<file path="src/rtl/cover_toggle_collector.sv">
// cover_toggle_collector
//   Consumer side of a toggle-cover pulse vector. Each cover point's first hit
//   is latched into a sticky bitmap and queued as pending. Pending points are
//   streamed out one global index per valid/ready handshake, lowest index
//   first. A running count of distinct covered points is kept alongside.
//   clear starts a new coverage epoch; reset abandons everything.

module cover_toggle_collector #(
  parameter int unsigned     WIDTH       = 36,
  parameter longint unsigned COVER_INDEX = 0,
  parameter longint unsigned COVER_TOTAL = 38253,
  parameter int unsigned     IDX_W       = 64,
  parameter int unsigned     CNT_W       = $clog2(WIDTH + 1)
) (
  input  logic               clock,
  input  logic               reset,
  input  logic [WIDTH-1:0]   valid,
  input  logic               clear,
  output logic               out_valid,
  input  logic               out_ready,
  output logic [IDX_W-1:0]   out_index,
  output logic [CNT_W-1:0]   covered_count,
  output logic               all_covered
);

  // Width of a local bit position inside this instance.
  localparam int unsigned K_W = (WIDTH > 1) ? $clog2(WIDTH) : 1;

  // This instance's slice of the global index space must fit inside the total.
  generate
    if (COVER_INDEX + 64'(WIDTH) > COVER_TOTAL) begin : g_range_check
      $error("cover_toggle_collector: COVER_INDEX+WIDTH exceeds COVER_TOTAL");
    end
  endgenerate

  // ---------------------------------------------------------------------------
  // State
  // ---------------------------------------------------------------------------
  logic [WIDTH-1:0] covered_reg;
  logic [WIDTH-1:0] pending_reg;
  logic [CNT_W-1:0] count_reg;
  logic             out_valid_reg;
  logic [IDX_W-1:0] out_index_reg;

  // ---------------------------------------------------------------------------
  // Combinational next-state terms
  // ---------------------------------------------------------------------------
  logic [WIDTH-1:0] new_hits;       // first-time hits this cycle
  logic [WIDTH-1:0] covered_next;
  logic [WIDTH-1:0] pending_next;
  logic [WIDTH-1:0] pick_mask;      // one-hot of the pending bit being dispatched
  logic [K_W-1:0]   pick_idx;       // lowest set bit of registered pending
  logic             pick_any;
  logic             load;           // output register may take a new value
  logic [CNT_W-1:0] hit_count;      // popcount of new_hits
  logic [CNT_W-1:0] count_next;
  logic [IDX_W-1:0] out_index_next;

  assign new_hits = valid & ~covered_reg;
  assign load     = !out_valid_reg || out_ready;
  assign pick_any = |pending_reg;

  // Lowest-index-first selection among registered pending bits.
  always_comb begin
    pick_idx = '0;
    for (int i = WIDTH - 1; i >= 0; i--) begin
      if (pending_reg[i]) begin
        pick_idx = K_W'(i);
      end
    end
  end

  // Per-bit sticky capture and pending bookkeeping. A freshly captured bit
  // can never collide with the pick, because the pick is taken from the
  // registered pending vector where that bit is still clear.
  genvar gi;
  generate
    for (gi = 0; gi < WIDTH; gi++) begin : g_bit
      assign pick_mask[gi]    = load && pick_any && (pick_idx == K_W'(gi));
      assign covered_next[gi] = covered_reg[gi] | new_hits[gi];
      assign pending_next[gi] = (pending_reg[gi] & ~pick_mask[gi]) | new_hits[gi];
    end
  endgenerate

  // Count of first-time hits this cycle; several may land together.
  always_comb begin
    hit_count = '0;
    for (int i = 0; i < WIDTH; i++) begin
      hit_count = hit_count + CNT_W'(new_hits[i]);
    end
  end

  // Running count stays <= WIDTH since each point contributes at most once.
  assign count_next     = count_reg + hit_count;
  assign out_index_next = IDX_W'(COVER_INDEX) + IDX_W'(pick_idx);

  // ---------------------------------------------------------------------------
  // Sequential logic
  // ---------------------------------------------------------------------------

  // Coverage bitmaps and count: reset and clear wipe, otherwise capture.
  always_ff @(posedge clock) begin
    if (reset) begin
      covered_reg <= '0;
      pending_reg <= '0;
      count_reg   <= '0;
    end else if (clear) begin
      covered_reg <= '0;
      pending_reg <= '0;
      count_reg   <= '0;
    end else begin
      covered_reg <= covered_next;
      pending_reg <= pending_next;
      count_reg   <= count_next;
    end
  end

  // Output register: loads the next pending index when empty or accepted,
  // holds steady under back-pressure; clear drops an unaccepted index.
  always_ff @(posedge clock) begin
    if (reset) begin
      out_valid_reg <= 1'b0;
      out_index_reg <= '0;
    end else if (clear) begin
      out_valid_reg <= 1'b0;
      out_index_reg <= '0;
    end else if (load) begin
      if (pick_any) begin
        out_valid_reg <= 1'b1;
        out_index_reg <= out_index_next;
      end else begin
        out_valid_reg <= 1'b0;
      end
    end
  end

  assign out_valid     = out_valid_reg;
  assign out_index     = out_index_reg;
  assign covered_count = count_reg;
  assign all_covered   = (count_reg == CNT_W'(WIDTH));

endmodule

</file>
<file path="config.mk">
export PLATFORM = sky130hd
export DESIGN_NAME = cover_toggle_collector
export DESIGN_NICKNAME = d
export VERILOG_FILES = /design/src/rtl/cover_toggle_collector.sv
export SDC_FILE = /design/constraint.sdc
export NUM_CORES = 1
export LEC_CHECK = 0
export CORE_MARGIN = 3
export CORE_UTILIZATION = 45
export CTS_CLUSTER_DIAMETER = 60
export CTS_CLUSTER_SIZE = 8
export DETAILED_ROUTE_END_ITERATION = 16
export GPL_TIMING_DRIVEN = 0
export PLACE_DENSITY_LB_ADDON = 0.25
export SLEW_MARGIN = 0
export SYNTH_ARGS = -nofsm -noshare
export SYNTH_HDL_FRONTEND = slang
export SYNTH_SLANG_ARGS = --single-unit
</file>
<file path="constraint.sdc">
create_clock -name clock -period 6.9 [get_ports clock]
set_clock_uncertainty 0.15 [all_clocks]
set_input_delay 1.035 -clock clock [delete_from_list [all_inputs] [get_ports clock]]
set_output_delay 1.035 -clock clock [all_outputs]
set_load 0.005 [all_outputs]
</file>
==> key figures <==
Cells and area
  – Final instance area: 0.00622 mm2
  – Fill cells: 995
  – Nets: 779
  – Diodes inserted: 0
  – Post-route insts no fill: 841
  – Share of cells above drive strength 1: 0.143
  – Area growth from synthesis to layout: 23.1%

Synthesis
  – Synth warnings: 0
  – Syn_area_per_cell: 8.79 um2
  – Mux cell area share after synthesis: 0
  – Synth area leaders: dfxtp_1 34%, fa_1 12%, buf_4 8.6%
  – Seq cells post-synth: 85
  – Post-synthesis compound-gate area fraction: 0.130
  – Most common cell in the netlist: nor2_1
  – Seq/Total Area, Yosys: 0.337
  – Syn Std Cell Area: 0.00505 mm2
  – Most area-hungry cell type in the Yosys netlist: dfxtp_1
  – Simple-gate share of the synthesized area: 0.247
  – Post-synth top area share: 0.337
  – Post-synthesis xor/xnor area fraction: 0.0104
  – Async SR Flop Fraction: 0
  – Post-synth EDFFs: 0
  – Synth Area in Adders: 0.151
  – Synth cell count leaders: 100 x nor2_1, 85 x dfxtp_1, 58 x buf_4
  – Synth cell types: 58
  – Synth Flop Type: dfxtp_1
  – Largest family of logic cells by synthesized area: simple AND/OR/NAND/NOR gates
  – Syn Inst Count: 575

Clocking
  – CTS max path bufs: 2
  – TritonCTS buffer count: 9
  – PostCTS Resize Cnt: 0
  – Clk_lat worst skew: 0.37 ns
  – CTS Root Cell: clkbuf_8
  – H-Tree Depth: 3
  – Clk sinks: 85
  – TritonCTS clock tree: built
  – Clock transition at path regs: 0.09 ns
  – Setup Fix Bufs, Post-CTS: 0
  – Post-CTS Hold Buffers: 0

Setup path
  – Crit-path max cell delay: 0.50 ns
  – Worst reg-to-reg path cell count: 17
  – Worst R2R Start: covered_reg[26]
  – Register-to-Register Setup Slack: 1.35 ns
  – Crit Path Class: in -> reg
  – CP dominant cell by count: fa_1
  – Crit-path cells: clkdlybuf4s50_1 -> nor2b_1 -> fa_1 -> inv_1 -> fa_1 -> fa_1 -> inv_1 -> fa_1 -> inv_1 -> fa_1 -> fa_1 -> inv_1 -> fa_1 -> fa_1 -> a21oi_1 -> nor2_1 -> nor2_1 -> xor2_1 -> nor2_1
  – Crit path buf inv count: 5
  – WP depth: 19
  – Req. time, crit path: 7.00 ns
  – CP max-delay cell: fa_1
  – Reg2reg end: covered_count[4]
  – Setup crit end kind: flop
  – CP max FO: 3
  – Worst path top cell family by delay: adder cells
  – Startpoint types: input pin
  – Critical path arrival: 6.49 ns

STA
  – Fin. Hold Viols: 0
  – Worst-margin pin slew: 0.769 ns
  – Max-slew headroom: 0.486
  – Setup TNS: 0 ns
  – Setup repair after global routing missed its margin: no
  – WHS: 0.307 ns
  – Final Max Slew Viols: 0
  – Min Tclk post-route: 6.39 ns
  – Tcrit/Tclk final: 0.926
  – Finish-stage setup viols: 0
  – Fmax: 0.156 GHz

Global route
  – Total congestion overflow: 0
  – Total GRT Usage: 0.191
  – Global-route wire length before repair: 19.0 mm
  – Pin count of the biggest net entering global routing: 15
  – Initial antenna violation count: 0
  – Vias in the first global route: 3823

Power and ir drop
  – Worst vdd ir: 649 uV
  – Pwr/cell area: 352 mW/mm2
  – Static leakage: 2.83 nW
  – Power Total: 2.19 mW

Floorplanning
  – Die Span X: 112 um
  – I/O Pins: 112
  – Die Area: 0.0125 mm2
  – Std-Cell Rows: 38
  – CORE AREA: 0.0109 mm2
  – Starting Density: 0.464
  – Die height: 112 um

Drt
  – Via density: 4.91
  – Post-route ant nets: 0
  – Via count: 4130
  – Metal1 wirelength: 5.00 mm
  – Initial DRC count: 197
  – 1st-pass router iterations: 5
  – Drt drc: 0
  – Top Layer Used: met4
  – Met3 WL: 912 um
  – Metal2 WL: 5.53 mm
  – DR WL/cell: 13.9 um
  – WL final: 11.7 mm

Placed design
  – Final Wtd Congestion: 0.837
  – I/O Buffers: 53
  – Placed wire-length estimate: 9.29 mm
  – Placed cell areas: 0.00597 mm2
  – Total instance count after detailed placement: 825

Min path
  – Hold depth: 2
  – WHS Endpoint: out_index[5]
  – Worst hold path type: reg -> reg
  – HP Start: out_index[5]

Flow run
  – Maximum Capacitance Violations: 0

Run status
  – Status: finished clean
[power breakdown]
part | internal (mW) | leakage [nW] | switching (mW)
clock | 0.250 | 0.119 | 0.187
sequential | 0.527 | 0.698 | 0.0283
combinational | 0.560 | 2.02 | 0.642
total | 1.34 | 2.83 | 0.857
[final cells by class]
cell class | count | area, um2 | share of cell area
buffer | 69 | 485 | 0.0780
clock buffer | 10 | 138 | 0.0221
clock inverter | 6 | 110 | 0.0177
inverter | 37 | 139 | 0.0223
multi-input combinational | 441 | 2940 | 0.473
sequential | 85 | 1700 | 0.273
tap | 140 | 175 | 0.0282
timing repair buffer | 53 | 531 | 0.0853
[layout by cell type, fill, tap and decap left out, types with 3 or more instances in the layout]
cell / n
nor4_2: 3
or4_1: 3
o21ai_0: 11
a31oi_1: 17
o211a_1: 3
inv_1: 37
conb_1: 58
clkdlybuf4s50_1: 53
nand2b_1: 44
nor2_1: 100
a21oi_1: 26
buf_4: 58
dfxtp_1: 85
ha_1: 13
nor2b_1: 19
fa_1: 30
bufinv_16: 3
and2_1: 4
nor3_1: 11
clkbuf_1: 9
nor4_1: 8
nand2_1: 35
a31oi_2: 4
clkbuf_8: 10
o21a_1: 5
nor4_4: 3
xnor2_1: 4
[worst reg2reg max path: stages, from the launching register on]
cell and delay, ns:
dfxtp_1 0.31, nand2b_1 0.19, fa_1 0.54, fa_1 0.56, inv_1 0.06, fa_1 0.50
inv_1 0.05, fa_1 0.58, fa_1 0.45, fa_1 0.49, inv_1 0.05, fa_1 0.42
fa_1 0.49, a21oi_1 0.16, nor2_1 0.05, nor2_1 0.13, xor2_1 0.18, nor2_1 0.05
[routing by layer]
metal / GRT usage / vias up
met2: 0.311 / 161
met3: 0.0451 / 21
met5: 0 / -
met1: 0.246 / 1912
met4: 0.0761 / 0
li1: - / 2036
[metrics by stage]
stage	setup slack (ns)	utilization
after floorplan	1.01	-
after global placement	0.187	0.549
after detailed placement	0.112	0.549
after CTS	0.488	0.571
after global routing	0.277	0.571
final	0.508	0.571
[kinds of logic (layout without fill, tap and decap cells)]
kind of cell,Yosys count,after routing
xor+xnor,6,6
flops,85,85
compound gates,92,92
other cells,1,58
simple gates,242,242
fa+ha+maj,43,43
buf+inv,106,175
[worst max-delay path by stage]
stage                             endpoint  startpoint
final                     covered_count[4]   valid[30]
after floorplan           covered_count[4]   valid[32]
after global placement    covered_count[4]   valid[30]
after global routing      covered_count[4]   valid[30]
after CTS                 covered_count[4]   valid[30]
after detailed placement  covered_count[4]   valid[30]
(Power assumes the default switching activity.)
